`config.mk`:
```
export PLATFORM = sky130hd
export DESIGN_NAME = muldiv_unit
export DESIGN_NICKNAME = d
export VERILOG_FILES = /design/src/rtl/muldiv_unit.sv
export SDC_FILE = /design/constraint.sdc
export NUM_CORES = 2
export LEC_CHECK = 0
export ABC_AREA = 1
export BUFFER_PORTS_ARGS = -buffer_cell sky130_fd_sc_hd__buf_2
export CAP_MARGIN = 40
export CORE_UTILIZATION = 60
export DETAILED_ROUTE_END_ITERATION = 10
export GPL_TIMING_DRIVEN = 0
export PLACE_DENSITY = 0.79
export SLEW_MARGIN = 20
export SYNTH_ARGS = -nofsm -noshare
export SYNTH_HDL_FRONTEND = slang
export SYNTH_SLANG_ARGS = --single-unit
```
`constraint.sdc`:
```
create_clock -name clk -period 16.6 [get_ports clk]
set_input_delay 1.66 -clock clk [delete_from_list [all_inputs] [get_ports clk]]
set_output_delay 1.66 -clock clk [all_outputs]
set_load 0.01 [all_outputs]
```
`src/rtl/muldiv_unit.sv`:
```
// muldiv_unit: multi-cycle RV32M multiply/divide unit that produces the muldiv pending/fire writeback handshake.
// Latency from the start edge: divide-by-zero and signed overflow finish at +1, multiplies at +MUL_LAT, and other divides at +XLEN+1.
// Backpressure: busy stays high from the accepting edge until writeback fires. Any start seen while busy is dropped, so the issuer must retry.
//
// Ports:
//   clk, rst_n               clock (rising edge); asynchronous active-low reset
//   start, op                issue strobe and RV32M funct3 (0 MUL .. 7 REMU); accepted only when busy=0
//   hart_id, rd              issuing hart and destination register, carried through to the pending result
//   rs1, rs2                 operands
//   busy                     unit occupied (MUL, DIV or DONE)
//   muldiv_pending           result valid and waiting for writeback (DONE state)
//   muldiv_pending_hart_id   hart of the pending result (holds its last value when not pending)
//   muldiv_pending_rd        rd of the pending result (holds its last value when not pending)
//   muldiv_pending_result    pending result (holds its last value when not pending)
//   muldiv_wb_fire           writeback consumed the pending result this cycle; ignored outside DONE
module muldiv_unit #(
  parameter int XLEN       = 32,
  parameter int HART_ID_W  = 2,
  parameter int REG_ADDR_W = 5,
  parameter int MUL_LAT    = 2
) (
  input  logic                  clk,
  input  logic                  rst_n,
  input  logic                  start,
  input  logic [2:0]            op,
  input  logic [HART_ID_W-1:0]  hart_id,
  input  logic [REG_ADDR_W-1:0] rd,
  input  logic [XLEN-1:0]       rs1,
  input  logic [XLEN-1:0]       rs2,
  output logic                  busy,
  output logic                  muldiv_pending,
  output logic [HART_ID_W-1:0]  muldiv_pending_hart_id,
  output logic [REG_ADDR_W-1:0] muldiv_pending_rd,
  output logic [XLEN-1:0]       muldiv_pending_result,
  input  logic                  muldiv_wb_fire
);

  localparam int CNT_W = $clog2(XLEN + MUL_LAT + 1);
  localparam logic [CNT_W-1:0] CNT_DIV = CNT_W'(XLEN);
  localparam logic [CNT_W-1:0] CNT_MUL = CNT_W'(MUL_LAT - 1);
  localparam logic [CNT_W-1:0] CNT_ONE = CNT_W'(1);
  localparam logic [XLEN-1:0]  INT_MIN = {1'b1, {(XLEN-1){1'b0}}};

  typedef enum logic [1:0] {
    S_IDLE = 2'd0,
    S_MUL  = 2'd1,
    S_DIV  = 2'd2,
    S_DONE = 2'd3
  } state_e;

  state_e                  state_q;
  logic [CNT_W-1:0]        cnt_q;
  logic [2:0]              op_q;
  logic [HART_ID_W-1:0]    hart_q;
  logic [REG_ADDR_W-1:0]   rd_q;
  // a_q holds rs1 for multiplies. For divides it holds the dividend magnitude, which shifts out as quotient bits shift in.
  logic [XLEN-1:0]         a_q;
  logic [XLEN-1:0]         b_q;
  logic [XLEN-1:0]         rem_q;
  logic                    q_neg_q;
  logic                    r_neg_q;
  logic                    busy_q;
  logic                    pend_q;
  logic [HART_ID_W-1:0]    pend_hart_q;
  logic [REG_ADDR_W-1:0]   pend_rd_q;
  logic [XLEN-1:0]         pend_res_q;

  // Sign-extend each operand to 2*XLEN according to the op. The low 2*XLEN bits of the
  // unsigned product are then the correct signed, mixed or unsigned product.
  function automatic logic [XLEN-1:0] mul_calc(input logic [2:0] f,
                                               input logic [XLEN-1:0] a,
                                               input logic [XLEN-1:0] b);
    logic              a_sx;
    logic              b_sx;
    logic [2*XLEN-1:0] a_ext;
    logic [2*XLEN-1:0] b_ext;
    logic [2*XLEN-1:0] prod;
    a_sx  = ((f == 3'd1) || (f == 3'd2)) && a[XLEN-1];
    b_sx  = (f == 3'd1) && b[XLEN-1];
    a_ext = {{XLEN{a_sx}}, a};
    b_ext = {{XLEN{b_sx}}, b};
    prod  = a_ext * b_ext;
    return (f == 3'd0) ? prod[XLEN-1:0] : prod[2*XLEN-1:XLEN];
  endfunction

  // Issue-side decode. For divide ops, op[0]=1 means unsigned and op[1]=1 means remainder.
  logic            in_signed;
  logic            in_rem;
  logic            in_div0;
  logic            in_ovf;
  logic            in_fast;
  logic [XLEN-1:0] fast_res;
  logic [XLEN-1:0] a_mag;
  logic [XLEN-1:0] b_mag;
  logic [XLEN-1:0] mul_res_in;
  logic [XLEN-1:0] mul_res_q;

  always_comb begin
    in_signed = ~op[0];
    in_rem    = op[1];
    in_div0   = (rs2 == '0);
    in_ovf    = in_signed && (rs1 == INT_MIN) && (rs2 == '1);
    in_fast   = op[2] && (in_div0 || in_ovf);
    if (in_div0) begin
      fast_res = in_rem ? rs1 : '1;
    end else begin
      fast_res = in_rem ? '0 : INT_MIN;
    end
    a_mag = (in_signed && rs1[XLEN-1]) ? -rs1 : rs1;
    b_mag = (in_signed && rs2[XLEN-1]) ? -rs2 : rs2;
  end

  // MUL_LAT==1 finishes straight from IDLE, so it needs the product of the live operands.
  assign mul_res_in = mul_calc(op, rs1, rs2);
  assign mul_res_q  = mul_calc(op_q, a_q, b_q);

  // One restoring-division step: shift the next dividend bit into the partial remainder,
  // then keep the subtraction only if it did not borrow.
  logic [XLEN:0]   rem_sh;
  logic [XLEN:0]   diff;
  logic            q_bit;
  logic [XLEN-1:0] rem_d;
  logic [XLEN-1:0] quo_d;
  logic [XLEN-1:0] q_fix;
  logic [XLEN-1:0] r_fix;
  logic [XLEN-1:0] div_res;

  always_comb begin
    rem_sh  = {rem_q, a_q[XLEN-1]};
    diff    = rem_sh - {1'b0, b_q};
    q_bit   = ~diff[XLEN];
    rem_d   = q_bit ? diff[XLEN-1:0] : rem_sh[XLEN-1:0];
    quo_d   = {a_q[XLEN-2:0], q_bit};
    // Sign fixup is applied to the final step's values. The result then lands in DONE on
    // the same edge as the last quotient bit, instead of one edge later.
    q_fix   = q_neg_q ? -quo_d : quo_d;
    r_fix   = r_neg_q ? -rem_d : rem_d;
    div_res = op_q[1] ? r_fix : q_fix;
  end

  always_ff @(posedge clk or negedge rst_n) begin
    if (!rst_n) begin
      state_q     <= S_IDLE;
      cnt_q       <= '0;
      op_q        <= '0;
      hart_q      <= '0;
      rd_q        <= '0;
      a_q         <= '0;
      b_q         <= '0;
      rem_q       <= '0;
      q_neg_q     <= 1'b0;
      r_neg_q     <= 1'b0;
      busy_q      <= 1'b0;
      pend_q      <= 1'b0;
      pend_hart_q <= '0;
      pend_rd_q   <= '0;
      pend_res_q  <= '0;
    end else begin
      case (state_q)
        S_IDLE: begin
          if (start) begin
            op_q   <= op;
            hart_q <= hart_id;
            rd_q   <= rd;
            busy_q <= 1'b1;
            if (!op[2]) begin
              a_q <= rs1;
              b_q <= rs2;
              if (MUL_LAT == 1) begin
                state_q     <= S_DONE;
                pend_q      <= 1'b1;
                pend_res_q  <= mul_res_in;
                pend_hart_q <= hart_id;
                pend_rd_q   <= rd;
              end else begin
                state_q <= S_MUL;
                cnt_q   <= CNT_MUL;
              end
            end else if (in_fast) begin
              state_q     <= S_DONE;
              pend_q      <= 1'b1;
              pend_res_q  <= fast_res;
              pend_hart_q <= hart_id;
              pend_rd_q   <= rd;
            end else begin
              state_q <= S_DIV;
              cnt_q   <= CNT_DIV;
              a_q     <= a_mag;
              b_q     <= b_mag;
              rem_q   <= '0;
              q_neg_q <= in_signed && (rs1[XLEN-1] ^ rs2[XLEN-1]);
              r_neg_q <= in_signed && rs1[XLEN-1];
            end
          end
        end

        S_MUL: begin
          // When the counter would decrement to zero, the product is captured and DONE is entered.
          if (cnt_q == CNT_ONE) begin
            state_q     <= S_DONE;
            pend_q      <= 1'b1;
            pend_res_q  <= mul_res_q;
            pend_hart_q <= hart_q;
            pend_rd_q   <= rd_q;
          end
          cnt_q <= cnt_q - CNT_ONE;
        end

        S_DIV: begin
          a_q   <= quo_d;
          rem_q <= rem_d;
          cnt_q <= cnt_q - CNT_ONE;
          if (cnt_q == CNT_ONE) begin
            state_q     <= S_DONE;
            pend_q      <= 1'b1;
            pend_res_q  <= div_res;
            pend_hart_q <= hart_q;
            pend_rd_q   <= rd_q;
          end
        end

        S_DONE: begin
          if (muldiv_wb_fire) begin
            state_q <= S_IDLE;
            busy_q  <= 1'b0;
            pend_q  <= 1'b0;
          end
        end

        default: begin
          state_q <= S_IDLE;
          busy_q  <= 1'b0;
          pend_q  <= 1'b0;
        end
      endcase
    end
  end

  assign busy                   = busy_q;
  assign muldiv_pending         = pend_q;
  assign muldiv_pending_hart_id = pend_hart_q;
  assign muldiv_pending_rd      = pend_rd_q;
  assign muldiv_pending_result  = pend_res_q;

endmodule

```
==> results by group <==
Routing
  • ANT nets after route: 0
  • Routed via count: 49093
  • DRC: 0
  • DRT Pass-1 Iters: 6
  • WL per Instance: 23.8 µm
  • Vias/cell: 5.77
  • Drt first-iter violations: 5567
  • Routed wire length: 203000 µm

CTS
  • Hold-fix buffers, CTS: 0
  • Post-CTS Resized: 0
  • Root Driver: clkbuf_16
  • Max clock buf depth: 2
  • Worst skew pair latency: 0.46 ns
  • Post-CTS setup buffer count: 0
  • Clock transition at the registers of the reported paths: 0.08 ns
  • Clock sinks: 157
  • CTS Buf Count: 17
  • CTS tree: built
  • H-Tree Depth: 4

Floorplan
  • Total core area: 0.0872 mm²
  • Starting Density: 60.9%
  • Row count: 108
  • Die ar.: 0.0897 mm²
  • Die Ht: 299 µm
  • I/O Pins: 119
  • Die Span X: 299 µm

Layout
  • Layout cells sized above 1: 4.84%
  • Area grow syn2layout: 7.18%
  • Final net count: 8798
  • Most frequent cells in the layout: 1875 x nand2_1, 1874 x inv_1, 1125 x fa_1
  • Finished Cell Area: 0.0569 mm²
  • Most common cell after layout, fill and taps aside: nand2_1

STA
  • Slew HR: 32.5%
  • Max Clk Rate: 0.0864 GHz
  • Unrepaired setup endpoints after global routing: no
  • Pins Over Slew Limit: 0
  • Skew final: 0.0133 ns
  • Final worst slack: 5.03 ns
  • # setup viols final: 0
  • Period minus WS final: 11.57 ns
  • Final period utilization: 69.7%
  • Worst Tran Pin Value: 1.01 ns
  • Final hold vios: 0
  • Setup TNS: 0 ns

Global routing
  • Total congestion overflow: 0
  • First-pass GRT wire length: 304000 µm
  • Tot GR Track Use: 46.3%
  • Number of global-route vias before repair: 49431
  • Antenna violations before repair: 12
  • Largest net degree at the start of global routing: 81

Critical path
  • Setup crit end: muldiv_pending_result[27]
  • CP Max Fanout: 12
  • WP depth: 33
  • Startpoint type of the worst setup path: flop
  • Crit path top cell by count: fa_1
  • CP endpoint kind: flop
  • Worst path slowest cell: fa_2
  • Worst reg2reg path depth: 33
  • Critical path class: reg -> reg
  • Buf/Inv on CP: 9
  • CP peak stage delay: 0.72 ns
  • CP top delay family: adder cells
  • Crit path launch: op_q[1]
  • WP data required: 16.96 ns
  • Critical path arrival: 11.93 ns
  • Worst R2R Start: op_q[1]
  • R2R Setup Slk: 5.03 ns
  • FF-to-FF End: muldiv_pending_result[27]

Synthesis
  • Synth area leader: fa_1
  • Asr flop ratio synth: 100%
  • Syn_nets: 8562
  • Leading register cell type out of synthesis: dfrtp_1
  • Top cell type's share of synthesized area: 42.5%
  • Largest cells by area after synthesis: fa_1 42%, nand2_1 13%, inv_1 13%, dfrtp_1 7.4%, ha_1 6.1%
  • Mapped Cells: 7101
  • Synthesized flop and latch total: 157
  • Mapped Area: 0.0531 mm²
  • Synth warnings: 0
  • Mean area per synthesized cell: 7.48 µm²
  • EDFF count, synth: 0
  • Synth unique cells: 59
  • Seq/Total Area, Yosys: 7.40%

Placed design
  • DP HPWL: 178000 µm
  • Number of port buffers: 118
  • Gp weighted congestion: 1.09
  • Placement Cell Area: 0.0559 mm²
  • Pre-CTS setup slack: 5.44 ns

Run status
  • Status: finished, final reports clean

Flow run
  • Max-Cap Viols: 0

Min path
  • Worst hold path type: reg -> reg
through the flow:
| step | std cells | utilization, % | hold WS (ns) |
|---|---|---|---|
| 3_3_place_gp | 8374 | 63.3 | 0.461 |
| 6_report | 8513 | 65.3 | 0.480 |
| 4_1_cts | 8475 | 64.9 | 0.480 |
| 2_1_floorplan | 7101 | - | 0.449 |
| 5_1_grt | 8507 | 65.3 | 0.492 |
| 3_5_place_dp | 8443 | 64.2 | 0.460 |
Yosys cell counts (all sizes together), types with 9 or more instances:
cell and count:
a21o 21, o211ai 35, nor2 361, nand3 240
nor3 48, or2 22, fa 1126, xor2 71
inv 1877, nor4 9, xnor2 30, nand2 1907
o21ai 257, buf 80, dfrtp 157, a31oi 43
nand4 47, ha 257, clkbuf 255, o21bai 13
a21oi 177, o22ai 10
registers in the layout (all words and copies together) (netlist names), 2 cells and up:
register and cells:
a_q 32, b_q 32, muldiv_pending_result 32, rem_q 32, cnt_q 6, muldiv_pending_rd 5
rd_q 5, op_q 3, hart_q 2, muldiv_pending_hart_id 2, state_q 2
worst min-delay path, stage by stage (launching register included):
cell and delay, ns:
dfrtp_1 0.34, nand2_1 0.05, nand2_1 0.06
logic make-up (layout without fill, tap and decap cells):
| family | after synthesis | in the layout | synth area share [%] |
|---|---|---|---|
| simple gates | 2651 | 2651 | 20.4 |
| buf+inv | 2218 | 2467 | 15.8 |
| fa+ha+maj | 1383 | 1383 | 48.5 |
| compound gates | 590 | 590 | 6.27 |
| flops | 157 | 157 | 7.40 |
| xor+xnor | 101 | 101 | 1.67 |
| mux | 1 | 1 | 0.0189 |
| other cells | 0 | 8 | 0 |
cell type report:
class	instances	area, µm²
sequential	157	3930
fill	7765	30200
clock inverter	15	185
inverter	1883	7070
clock buffer	17	425
timing repair buffer	217	1730
tap	1155	1450
antenna	8	20.0
multi-input combinational	4726	40800
buffer	335	1310
worst min path at each step:
stage,slack [ns],start,to,depth (start not counted)
3_3_place_gp,0.46,hart_q[1],hart_q[1],2
2_1_floorplan,0.45,hart_q[0],hart_q[0],2
5_1_grt,0.49,muldiv_pending_result[14],muldiv_pending_result[14],2
6_report,0.48,muldiv_pending_result[21],muldiv_pending_result[21],2
4_1_cts,0.48,muldiv_pending_result[21],muldiv_pending_result[21],2
3_5_place_dp,0.46,muldiv_pending_result[21],muldiv_pending_result[21],2
routing by layer:
layer  vias to the layer above  wire length [µm]  global-route usage, %
met5                         -                61                      0
met3                       825             27300                   15.2
li1                      21097                 -                      -
met1                     23925             71000                   57.4
met4                         8             18600                   33.8
met2                      3238             85600                   68.1
Power is left out: the tool's default activity adds up to more than one toggle a clock period on the data nets, which glitch-free logic cannot reach.
